[src/rtl/psum_drain_arbiter_pkg.sv]
// Shared sizes, FIFO entry layout and the rounding/saturation helper for the psum drain path.
// Latency: n/a (types, constants and a pure function only).
// Backpressure: n/a.
package psum_drain_arbiter_pkg;

    // Default configuration of the collector
    localparam int NUM_CH_DEF     = 3;
    localparam int PSUM_W_DEF     = 10;
    localparam int OUT_W_DEF      = 8;
    localparam int FIFO_DEPTH_DEF = 4;
    localparam int SHIFT_W_DEF    = 3;
    localparam int CHAN_W_DEF     = (NUM_CH_DEF > 1) ? $clog2(NUM_CH_DEF) : 1;

    // The helper works at a fixed wide width so one function serves every
    // parametrisation: psums up to 32 bits plus one guard bit for the rounding add.
    localparam int CALC_W      = 33;
    localparam int SHIFT_MAX_W = 5;

    // FIFO entry layout for the default configuration
    typedef struct packed {
        logic [CHAN_W_DEF-1:0] chan;
        logic [OUT_W_DEF-1:0]  data;
    } fifo_entry_t;

    // Result of sat_round: scaled value (low bits are the output word) and a clamp flag.
    // ovf sits in the LSB so a caller can size-cast to OUT_W+1 bits and get {data, ovf}.
    typedef struct packed {
        logic [CALC_W-1:0] data;
        logic              ovf;
    } sat_res_t;

    // Round-half-up arithmetic right shift, then clamp to a signed out_w range when
    // sat_en is set; otherwise the caller keeps only the low out_w bits.
    function automatic sat_res_t sat_round(
        input logic signed [CALC_W-1:0]      x,
        input logic        [SHIFT_MAX_W-1:0] shift,
        input logic                          sat_en,
        input int                            out_w
    );
        logic signed [CALC_W-1:0] r;
        logic signed [CALC_W-1:0] max_pos;
        logic signed [CALC_W-1:0] min_neg;
        sat_res_t                 res;
        if (shift == '0) begin
            r = x;
        end else begin
            r = (x + $signed(CALC_W'(1) << (shift - 1'b1))) >>> shift;
        end
        max_pos  = $signed((CALC_W'(1) << (out_w - 1)) - CALC_W'(1));
        min_neg  = ~max_pos;
        res.data = r;
        res.ovf  = 1'b0;
        if (sat_en) begin
            if (r > max_pos) begin
                res.data = max_pos;
                res.ovf  = 1'b1;
            end else if (r < min_neg) begin
                res.data = min_neg;
                res.ovf  = 1'b1;
            end
        end
        return res;
    endfunction

endpackage

[src/rtl/psum_drain_arbiter_rr_arbiter.sv]
// Round-robin arbiter: one-hot grant to the first requester at or after the priority pointer.
// Latency: grant is combinational from req; pointer moves on the edge where advance is high.
// Backpressure: pointer holds while advance is low, so a stalled winner keeps its priority.
module psum_drain_arbiter_rr_arbiter #(
    parameter int NUM_CH = 3,
    parameter int IDX_W  = (NUM_CH > 1) ? $clog2(NUM_CH) : 1
) (
    input  logic              i_clk,
    input  logic              i_nrst,
    input  logic [NUM_CH-1:0] i_req,
    input  logic              i_advance,
    output logic [NUM_CH-1:0] o_grant,
    output logic [IDX_W-1:0]  o_grant_idx
);

    logic [IDX_W-1:0] r_rr;
    logic             w_found;

    // Scan channels starting at the pointer, wrapping modulo NUM_CH; first requester wins
    always_comb begin
        o_grant     = '0;
        o_grant_idx = '0;
        w_found     = 1'b0;
        for (int i = 0; i < NUM_CH; i++) begin
            if (!w_found && i_req[(int'(r_rr) + i) % NUM_CH]) begin
                w_found                                = 1'b1;
                o_grant[(int'(r_rr) + i) % NUM_CH]     = 1'b1;
                o_grant_idx                            = IDX_W'((int'(r_rr) + i) % NUM_CH);
            end
        end
    end

    // Priority moves to the channel after the one just served
    always_ff @(posedge i_clk) begin
        if (!i_nrst) begin
            r_rr <= '0;
        end else if (i_advance) begin
            r_rr <= (o_grant_idx == IDX_W'(NUM_CH - 1)) ? '0 : o_grant_idx + 1'b1;
        end
    end

endmodule

[src/rtl/psum_drain_arbiter.sv]
// Collects psums from NUM_CH channels round-robin, round-shifts/saturates, queues {chan,data}.
// Latency: accept at edge N is on write_o after edge N when the FIFO was empty; 1 result/cycle.
// Backpressure: ready drops only when the FIFO is full; ready never looks at write_ready_i.
module psum_drain_arbiter
    import psum_drain_arbiter_pkg::*;
#(
    parameter int NUM_CH     = NUM_CH_DEF,
    parameter int PSUM_W     = PSUM_W_DEF,
    parameter int OUT_W      = OUT_W_DEF,
    parameter int FIFO_DEPTH = FIFO_DEPTH_DEF,
    parameter int SHIFT_W    = SHIFT_W_DEF,
    parameter int CHAN_W     = (NUM_CH > 1) ? $clog2(NUM_CH) : 1
) (
    input  logic                     clk,
    input  logic                     nRST,
    input  logic [NUM_CH*PSUM_W-1:0] psum_i,
    input  logic [NUM_CH-1:0]        psum_valid_i,
    output logic [NUM_CH-1:0]        psum_ready_o,
    input  logic [SHIFT_W-1:0]       shift_i,
    input  logic                     sat_en_i,
    output logic [OUT_W-1:0]         write_o,
    output logic [CHAN_W-1:0]        chan_o,
    output logic                     write_valid_o,
    input  logic                     write_ready_i,
    output logic [15:0]              ovf_count_o,
    input  logic                     clear_ovf_i
);

    localparam int PTR_W = $clog2(FIFO_DEPTH);

    typedef struct packed {
        logic [CHAN_W-1:0] chan;
        logic [OUT_W-1:0]  data;
    } entry_t;

    logic [NUM_CH-1:0]        w_grant;
    logic [CHAN_W-1:0]        w_grant_idx;
    logic [NUM_CH-1:0]        w_ready;
    logic                     w_full;
    logic                     w_push;
    logic                     w_pop;
    logic signed [PSUM_W-1:0] w_sel_psum;
    logic [OUT_W-1:0]         w_sc_data;
    logic                     w_sc_ovf;

    entry_t                   r_mem [FIFO_DEPTH];
    logic [PTR_W-1:0]         r_head;
    logic [PTR_W-1:0]         r_tail;
    logic [PTR_W:0]           r_count;
    logic [15:0]              r_ovf_count;

    psum_drain_arbiter_rr_arbiter #(
        .NUM_CH (NUM_CH),
        .IDX_W  (CHAN_W)
    ) u_rr_arbiter (
        .i_clk       (clk),
        .i_nrst      (nRST),
        .i_req       (psum_valid_i),
        .i_advance   (w_push),
        .o_grant     (w_grant),
        .o_grant_idx (w_grant_idx)
    );

    // Ready is the grant qualified by space in the FIFO; held low while reset is asserted.
    // A pop in the same cycle does not reopen a full FIFO, keeping write_ready_i off this path.
    assign w_full       = (r_count == (PTR_W + 1)'(FIFO_DEPTH));
    assign w_ready      = (nRST && !w_full) ? w_grant : '0;
    assign psum_ready_o = w_ready;
    assign w_push       = |(psum_valid_i & w_ready);
    assign w_pop        = (r_count != '0) && write_ready_i;

    // Scale the granted channel's psum; shift/sat controls only matter on the accept edge
    assign w_sel_psum = psum_i[w_grant_idx * PSUM_W +: PSUM_W];
    assign {w_sc_data, w_sc_ovf} = (OUT_W + 1)'(sat_round(CALC_W'(w_sel_psum),
                                                          SHIFT_MAX_W'(shift_i),
                                                          sat_en_i, OUT_W));

    // Circular-buffer pointers and occupancy; reset drops everything buffered
    always_ff @(posedge clk) begin
        if (!nRST) begin
            r_head  <= '0;
            r_tail  <= '0;
            r_count <= '0;
        end else begin
            if (w_push) begin
                r_tail <= r_tail + 1'b1;
            end
            if (w_pop) begin
                r_head <= r_head + 1'b1;
            end
            case ({w_push, w_pop})
                2'b10:   r_count <= r_count + 1'b1;
                2'b01:   r_count <= r_count - 1'b1;
                default: r_count <= r_count;
            endcase
        end
    end

    // Entry storage; contents need no reset because occupancy gates what is visible
    always_ff @(posedge clk) begin
        if (w_push) begin
            r_mem[r_tail] <= '{chan: w_grant_idx, data: w_sc_data};
        end
    end

    // Clamp-event counter: sticks at all-ones, clear takes priority over a same-cycle clamp
    always_ff @(posedge clk) begin
        if (!nRST) begin
            r_ovf_count <= '0;
        end else if (clear_ovf_i) begin
            r_ovf_count <= '0;
        end else if (w_push && w_sc_ovf && (r_ovf_count != 16'hFFFF)) begin
            r_ovf_count <= r_ovf_count + 16'd1;
        end
    end

    assign write_valid_o = (r_count != '0);
    assign write_o       = write_valid_o ? r_mem[r_head].data : '0;
    assign chan_o        = write_valid_o ? r_mem[r_head].chan : '0;
    assign ovf_count_o   = r_ovf_count;

endmodule

[config.mk]
export PLATFORM = sky130hd
export DESIGN_NAME = psum_drain_arbiter
export DESIGN_NICKNAME = d
export VERILOG_FILES = /design/src/rtl/psum_drain_arbiter_pkg.sv /design/src/rtl/psum_drain_arbiter_rr_arbiter.sv /design/src/rtl/psum_drain_arbiter.sv
export SDC_FILE = /design/constraint.sdc
export NUM_CORES = 1
export LEC_CHECK = 0
export ABC_AREA = 1
export CORE_UTILIZATION = 40
export CTS_CLUSTER_SIZE = 20
export DETAILED_ROUTE_END_ITERATION = 8
export GPL_TIMING_DRIVEN = 0
export PLACE_DENSITY_LB_ADDON = 0.25
export SETUP_SLACK_MARGIN = 0.1
export SLEW_MARGIN = 10
export SYNTH_ARGS = -nofsm -noshare
export SYNTH_HDL_FRONTEND = slang
export SYNTH_SLANG_ARGS = --single-unit
[constraint.sdc]
create_clock -name clk -period 6.72 [get_ports clk]
set_input_delay 1.344 -clock clk [delete_from_list [all_inputs] [get_ports clk]]
set_output_delay 1.344 -clock clk [all_outputs]
set_load 0.02 [all_outputs]
==> results.ini, run 1 <==
[outcome]
outcome=completed

[yosys]
synth_cell_types=50
synth_seq_cells=67
ys_async_sr_fraction_pct=0
synth_most_common_cell=nand2_1
synth_top_area_cell=edfxtp_1
synth_area_leaders=edfxtp_1, nand2_1, nand3_1, dfxtp_1, nor2_1
ys.flop_type=edfxtp_1
synth_warnings=0
synth_commonest_cells=nand2_1, nand3_1, nor2_1
syn_area_um2=7160
synthCells=1121
ys_seq_area_share_pct=24.3
syn-mean-instance-area_um2=6.38
synth_top_area_share_pct=16.8
synth_edf_count=40

[run]
cap_violations=0

[final_layout]
fin_nets=1291
diodes=0
final_cells=1445
stdcell_area_um2=8590
area_growth_pct=20.0
drive_gt1_share_pct=11.7

[worst_setup_path]
r2r-start=u_rr_arbiter.r_rr[0]
required_ps=6780
worst-setup-path-type=in2reg
worst-r2r-cell-count=42
cp_common_cell=nand2_1
worstPathArrival_ps=6090
worstSetupStartpointType=input pin
r2r_setup_slack_ps=920
end_kind=register
timing.rr.end=r_mem[1][2]
cp_slowest_cell=clkdlybuf4s50_1
slowest_delay_ps=590
cp_max_fo=10

[routing]
vias_per_cell=5.10
firstDrtPassIters=5
finalWirelength_um=18800
antenna_left=0
wl_per_cell_um=13.0
drt_iter0_drc=394
drc_errors=0
num_vias=7373

[placed_design]
routabilityCongestion=0.933
port_buffers=68
place_area_um2=8170
dp_cells=1428
dp_hpwl_um=15500

[global_route]
antenna_found_initial=0
grt_pass1_vias=6835
grt_overflow=0
track_usage_pct=21.6
grt_max_degree=18
grt_pass1_wl_um=32200

[clocking]
clk_latency_ps=320
tritoncts.num_buffers=9
numClockSinks=67
cts_root_buf=clkbuf_16
cts_max_path_buffers=2
h-tree-depth=3
clk_pin_slew_ps=50
cts_tree=built
ctsHoldBuffers=0

[die]
core_area_um2=17400
std_cell_rows=48
die_y_um=136
fp.dieW_um=136
ios=71
start_util_pct=41.2
dieArea_um2=18400

[sta]
maxSlewHeadroom_pct=53.9
slew_viol_final=0
max_freq_mhz=166
tns_ps=0
period_needed_ps=6030
post-route-period-util_pct=89.8
hold_viol=0
worst_pin_slew_ps=691
setup_viol=0
rsz0062_at_grt=false
skew_ps=6.82

[hold_path]
worstHoldPathCells=1
hp-start=r_count[0]
hold_class=reg2reg
holdPathEnd=r_count[0]

[pwr]
total_power_mw=4.39
p_leak_nw=3.80
powerDensity_nw_per_um2=512
ir_worst_vdd_mv=0.278

worst max-delay path by stage:
stage	from	endpoint	slack, ps	depth (start not counted)
after global placement	psum_valid_i[0]	r_mem[0][2]	-450	35
after global routing	psum_valid_i[2]	r_mem[2][3]	90	39
after CTS	psum_valid_i[2]	r_mem[2][2]	90	39
after floorplan	psum_valid_i[2]	r_mem[0][2]	1170	37
final	shift_i[0]	r_mem[1][2]	690	32
after detailed placement	psum_valid_i[0]	r_mem[1][2]	-570	35
cell usage in the layout, fill, tap and decap left out, drive strengths merged, types with 6 or more instances in the layout:
cell and n:
nand3 178, nor4 6, nand2 291, o21ai 78, clkinv 7, edfxtp 40, clkdlybuf4s50 65, nand4 38
conb 15, inv 125, xor2 13, xnor2 7, clkbuf 27, a21oi 57, buf 20, nor3 11
dfxtp 27, ha 33, nor2 147
flip-flops by register name, indices dropped and copies added (netlist names), named ones only:
| signal | count |
|---|---|
| ovf_count_o | 16 |
| r_head | 2 |
| r_mem | 40 |
| r_count | 3 |
| u_rr_arbiter.r_rr | 2 |
| r_tail | 2 |
stage by stage:
step / setup slack (ps) / hold slack (ps) / utilization (%)
2_1_floorplan: 1170 / 422 / -
3_3_place_gp: -450 / 444 / 47.1
3_5_place_dp: -570 / 446 / 47.1
4_1_cts: 87.6 / 456 / 49.1
5_1_grt: 91.1 / 502 / 49.5
6_report: 686 / 458 / 49.5
routing by layer:
metal  global-route usage, %  wire (um)  share of wire (%)
met1                    28.5       8910                 47
met3                    1.80        559                3.0
met2                    37.2       8950                 48
met5                       0          0                  0
met4                    6.87        404                2.1
critical path: cells and delay by family:
| family | cells | cell delay [ps] |
|---|---|---|
| AO/OA/AOI/OAI | 3 | 420 |
| adder cells (fa/ha/maj) | 1 | 300 |
| buffers and inverters | 7 | 1720 |
| AND/OR/NAND/NOR | 21 | 2280 |
final cells by class:
cell class                 count  area [um2]
buffer                        35         180
clock buffer                  10         229
clock inverter                 6         104
fill                        1803        8770
inverter                     129         487
multi-input combinational    903        4860
sequential                    67        1740
tap                          225         282
timing repair buffer          70         703
power breakdown:
group / internal [mW] / total (mW) / switching (mW) / leakage, nW
Sequential: 0.573 / 0.600 / 0.0270 / 0.581
Combinational: 1.08 / 3.28 / 2.20 / 3.06
Clock: 0.359 / 0.515 / 0.156 / 0.164
Total: 2.01 / 4.39 / 2.38 / 3.80
logic make-up (layout without fill, tap and decap cells):
| kind of cell | after synthesis | after routing | share of synthesized area (%) |
|---|---|---|---|
| AOI/OAI and AO/OA | 153 | 153 | 11.9 |
| xor gates and xnor gates | 20 | 20 | 2.45 |
| adders and majority gates | 35 | 35 | 6.33 |
| buffers and inverters | 165 | 250 | 9.34 |
| DFF | 67 | 67 | 24.3 |
| muxes | 2 | 2 | 0.297 |
| other | 1 | 15 | 0.0524 |
| and+or+nand+nor | 678 | 678 | 45.3 |
repair_timing:
item | 4_1_cts | 5_1_grt
gates resized for setup | 13 | 17
hold endpoints to repair | 0 | 0
pin swaps | 0 | 2
buffers inserted | 0 | 2
setup endpoints to repair | 39 | 44
(Power assumes the default switching activity.)
==> inputs of run 2 (changes only) <==
CORE_MARGIN = 1.5   (was not set)
==> results.ini, run 2 (same netlist as run 1, synthesis figures left out) <==
[worst_setup_path]
r2r_setup_slack_ps=1080  ; +160 ps
cp_max_fo=10  ; unchanged
worstSetupStartpointType=input pin
end_kind=register
cp_common_cell=nand2_1
worst-r2r-cell-count=38  ; -9.5%
worstPathArrival_ps=6080  ; about the same
cp_slowest_cell=fa_1
r2r-start=u_rr_arbiter.r_rr[0]
timing.rr.end=r_mem[1][5]
slowest_delay_ps=410  ; -180 ps
worst-setup-path-type=in2reg
required_ps=6780  ; about the same

[sta]
period_needed_ps=6020  ; -10.1 ps
rsz0062_at_grt=false
slew_viol_final=0  ; unchanged
maxSlewHeadroom_pct=52.7  ; -1.2 points
worst_pin_slew_ps=709  ; +17.7 ps
post-route-period-util_pct=89.6  ; -0.15 points
hold_viol=0  ; unchanged
setup_viol=0  ; unchanged
skew_ps=4.33  ; -2.49 ps
max_freq_mhz=166  ; +0.17%

[clocking]
clk_latency_ps=330  ; about the same
h-tree-depth=3  ; unchanged
tritoncts.num_buffers=9  ; unchanged
cts_root_buf=clkbuf_16
cts_tree=built
clk_pin_slew_ps=50  ; about the same
ctsHoldBuffers=0  ; unchanged
numClockSinks=67  ; unchanged
cts_max_path_buffers=2  ; unchanged

[global_route]
track_usage_pct=21.9  ; +0.26 points
antenna_found_initial=0  ; unchanged
grt_pass1_wl_um=32900  ; +2.2%
grt_pass1_vias=7003  ; +2.5%
grt_max_degree=18  ; unchanged
grt_overflow=0  ; unchanged

[routing]
drc_errors=0  ; unchanged
vias_per_cell=5.16  ; +1.2%
firstDrtPassIters=5  ; unchanged
num_vias=7478  ; +1.4%
antenna_left=0  ; unchanged
finalWirelength_um=19800  ; +5.1%
drt_iter0_drc=374  ; -5.1%
wl_per_cell_um=13.7  ; +4.9%

[pwr]
p_leak_nw=3.80  ; about the same
total_power_mw=4.45  ; +1.2%
ir_worst_vdd_mv=0.308  ; +11%
powerDensity_nw_per_um2=514  ; +0.45%

[hold_path]
worstHoldPathCells=2  ; +1
hold_class=reg2reg
hp-start=r_head[1]

[placed_design]
routabilityCongestion=0.878  ; -5.9%
dp_hpwl_um=15700  ; +1.4%
dp_cells=1428  ; unchanged
port_buffers=68  ; unchanged

[final_layout]
area_growth_pct=20.9
drive_gt1_share_pct=12.7  ; +0.95 points
diodes=0  ; unchanged
largest_reg_flops=40  ; unchanged
final_cells=1448  ; +0.21%
final_common_cell=nand2_1
fin_nets=1294  ; +0.23%
top_register=r_mem
layout_common_cells=nand2_1, nand3_1, nor2_1

[die]
core_area_um2=17400  ; +0.35%
start_util_pct=41.1  ; -0.14 points
die_y_um=137  ; +0.74%
ios=71  ; unchanged
fp.dieW_um=137  ; +0.74%
dieArea_um2=18700  ; +1.5%
std_cell_rows=48  ; unchanged

[outcome]
outcome=completed

[run]
cap_violations=0  ; unchanged

## run 2: cell count changes in the layout (fill, tap and decap cells not counted), sizes merged
cell | previous run | this run
buf | 20 | 22
bufinv | 3 | 1
clkbuf | 27 | 29
clkinvlp | 0 | 1
## run 2: report_power, final
| part | switching [mW] | internal (mW) | leakage, nW |
|---|---|---|---|
| Combinational | 2.26 | 1.14 | 3.08 |
| Clock | 0.160 | 0.295 | 0.145 |
| Sequential | 0.0246 | 0.573 | 0.581 |
| Total | 2.44 | 2.00 | 3.80 |
## run 2: layout make-up
class                      count  area, um2
buffer                        35        181
clock buffer                  11        243
clock inverter                 5       52.6
fill                        1786       8770
inverter                     129        489
multi-input combinational    903       4920
sequential                    67       1740
tap                          225        282
timing repair buffer          73        738
## run 2: routing by layer
| metal | share of wire, % | vias to the layer above | global-route usage (%) |
|---|---|---|---|
| met4 | 2.3 | 0 | 7.15 |
| met5 | 0 | - | 0 |
| met1 | 45 | 3402 | 27.2 |
| met3 | 2.8 | 31 | 2.44 |
| li1 | - | 3924 | - |
| met2 | 50 | 121 | 39.4 |
## run 2: critical path: cells and delay by family
| family | cells | cell delay (ps) |
|---|---|---|
| adder cells (fa/ha/maj) | 2 | 680 |
| AND/OR/NAND/NOR | 25 | 2700 |
| buffers and inverters | 7 | 850 |
| AO/OA/AOI/OAI | 4 | 520 |
## run 2: worst max-delay path by stage
stage | from | end | slack [ps]
2_1_floorplan | psum_valid_i[2] | r_mem[0][2] | 1170
3_3_place_gp | psum_valid_i[0] | r_mem[2][5] | -690
3_5_place_dp | psum_valid_i[0] | r_mem[3][5] | -750
4_1_cts | psum_valid_i[2] | r_mem[0][6] | 100
5_1_grt | psum_valid_i[0] | r_mem[2][5] | 130
6_report | psum_valid_i[1] | r_mem[1][5] | 700
## run 2: per-stage QoR
step / setup WS [ps] / TNS [ps] / cell area (um2) / hold WS (ps) / util [%]
final: 696 / 0 / 8650 / 471 / 49.7
after global routing: 131 / 0 / 8650 / 502 / 49.7
after CTS: 105 / 0 / 8550 / 469 / 49.1
after detailed placement: -749 / -24910 / 8170 / 458 / 46.9
after global placement: -690 / -23840 / 8170 / 442 / 46.9
after floorplan: 1170 / 0 / 7210 / 422 / -
## run 2: what timing repair did
item                                    4_1_cts  5_1_grt
endpoints found under the setup margin       44       44
pin swaps                                     4        7
buffers inserted                              2        3
resized for setup                            21       20
==> edit (config.mk and constraints of run 2) <==
The package constant `PSUM_W_DEF` goes from 10 to 5.
--- a/src/rtl/psum_drain_arbiter_pkg.sv
+++ b/src/rtl/psum_drain_arbiter_pkg.sv
@@ -5,7 +5,7 @@
 
     // Default configuration of the collector
     localparam int NUM_CH_DEF     = 3;
-    localparam int PSUM_W_DEF     = 10;
+    localparam int PSUM_W_DEF     = 5;
     localparam int OUT_W_DEF      = 8;
     localparam int FIFO_DEPTH_DEF = 4;
     localparam int SHIFT_W_DEF    = 3;
Ports: changed (resized psum_i); port bits go from 71 to 56. The function was not compared with the original's and may differ.
==> edit against run 2 <==
- clock skew increased by 0.0045 ns
- synthesized area rose by 14%
- final cell count is 24% higher
- setup slack lost 0.15 ns
- wire length up 22%
- final area rose by 10%
- sequential cell count stayed put
- register-to-register slack better by 0.21 ns
Power is left out: the tool's default activity adds up to more than one toggle a clock period on the data nets, which glitch-free logic cannot reach.
==> edit: results (changes against run 2) <==
[synthesis]
yosysSeqAreaShare = 0.213  ; was 0.243
edff_count_synth = 40  ; unchanged
netlist-cell-type-count = 42  ; was 50
synth_top_cells_by_count = nand2_1 (456), inv_1 (227), nand3_1 (224)  ; was nand2_1 (258), nand3_1 (157), nor2_1 (138)
ys_warn_count = 0  ; unchanged
synth_top_flop_cell = edfxtp_1  ; unchanged
share_of_synthesized_registers_carrying_an_async_set_or_reset = 0  ; unchanged
post_synth_main_area_contributors = nand2_1 (21%), edfxtp_1 (15%), nand3_1 (14%)  ; was edfxtp_1 (17%), nand2_1 (14%), nand3_1 (11%)

[outcome]
status = finished, final reports clean  ; unchanged

[global_route]
grt_max_degree = 30  ; was 18
grtUsageTotal = 0.228  ; was 0.219
antenna_found_initial = 0  ; unchanged
global_route_wire_length_before_repair_mm = 39.6  ; was 32.9 mm
first_global_vias = 8222  ; was 7,003

[cts]
clockRootBuffer = clkbuf_16  ; unchanged
cts-root-to-sink-buffers = 2  ; unchanged
clock_insertion_delay_worst_skew_ns = 0.33  ; about the same
worst_setup_hold_path_clk_slew_ns = 0.06
cts-htree-levels = 3  ; unchanged
cts_setup_buffers = 0  ; was 2
number_of_cts_inserted_buffers = 9  ; unchanged
cts-resized-gates = 1  ; was 21

[detailed_routing]
via_per_inst = 5.08  ; was 5.16
drt-initial-drc-count = 729  ; was 374
drt_pass1_iterations = 6  ; was 5
wl_per_cell_um = 13.4  ; was 13.7 um

[finish]
nFillCells = 2194  ; was 1,786
num-nets-final = 1596  ; was 1,294
layout-drive-gt1-share = 0.0529  ; was 0.127
largest_register_ffs = 40  ; unchanged
antennaDiodeCount = 0  ; unchanged
largest_register = r_mem  ; unchanged

[worst_setup_path]
worst-path-max-fanout = 29  ; was 10
cpMaxStageDelayCell = clkdlybuf4s50_1  ; was fa_1
timing.critical_path.arrival_ns = 6.37  ; was 6.08 ns
count_of_cells_along_the_worst_register_to_register_path = 37  ; was 38
worst_path_largest_cell_delay_ns = 0.54  ; was 0.41 ns

[min_path]
hold_depth = 1  ; was 2
min_path_type = reg -> reg  ; unchanged

[placement]
port_buffers = 52  ; was 68
post-dp-hpwl_mm = 19.5  ; was 15.7 mm
final_estimated_routing_congestion_in_global_placement = 0.956  ; was 0.878
dp_worst_slack_ns = -0.258  ; was -0.749 ns

[sta]
slew_headroom = 0.521  ; was 0.527
fin_worst_skew_ns = 0.00882  ; was 0.00433 ns

## edit: final cells by class
cell class	instances	area, um^2	share of cell area
inverter	233	877	0.0920
buffer	35	169	0.0177
clock buffer	10	229	0.0240
multi-input combinational	1123	5540	0.581
clock inverter	6	65.1	0.00683
tap	270	338	0.0354
timing repair buffer	57	573	0.0601
sequential	67	1740	0.183
## edit: final timing paths
check                                     startpoint               to  slack [ns]
worst min-delay path                      r_count[0]       r_count[0]        0.45
worst max register to register  u_rr_arbiter.r_rr[0]  ovf_count_o[13]        1.29
worst max-delay path                 psum_valid_i[1]  ovf_count_o[13]        0.54
worst min register to register            r_count[0]       r_count[0]        0.45
## edit: through the flow
step | hold slack (ns) | std cells | cell area (um^2)
2_1_floorplan | 0.422 | 1458 | 8260
5_1_grt | 0.475 | 1801 | 9530
6_report | 0.453 | 1801 | 9530
3_5_place_dp | 0.449 | 1780 | 9120
4_1_cts | 0.457 | 1796 | 9410
3_3_place_gp | 0.439 | 1780 | 9120
## edit: kinds of logic (layout without fill, tap and decap cells)
family	after synthesis	count (layout)	share of synthesized area
other cells	1	24	0.000459
fa+ha+maj	44	44	0.0692
buf+inv	268	341	0.128
simple gates	917	917	0.491
compound gates	122	122	0.0817
xor+xnor	16	16	0.0171
flops	67	67	0.213
## edit: worst max-delay path, delay by kind of cell
family / cells / cell delay, ns
and+or+nand+nor: 30 / 3.41
buffers and inverters: 5 / 1.10
adders and majority gates: 1 / 0.42
AOI/OAI and AO/OA: 1 / 0.04
## edit: layer usage
metal  part of all wire  wire length (um)  vias up  global-route usage
li1                   -                 -     4759                   -
met1               0.47             11300     4082               0.307
met2               0.46             11000      273               0.383
met3              0.055              1340       43              0.0235
met4              0.021               516        0              0.0679
met5                  0                 0        -                   0
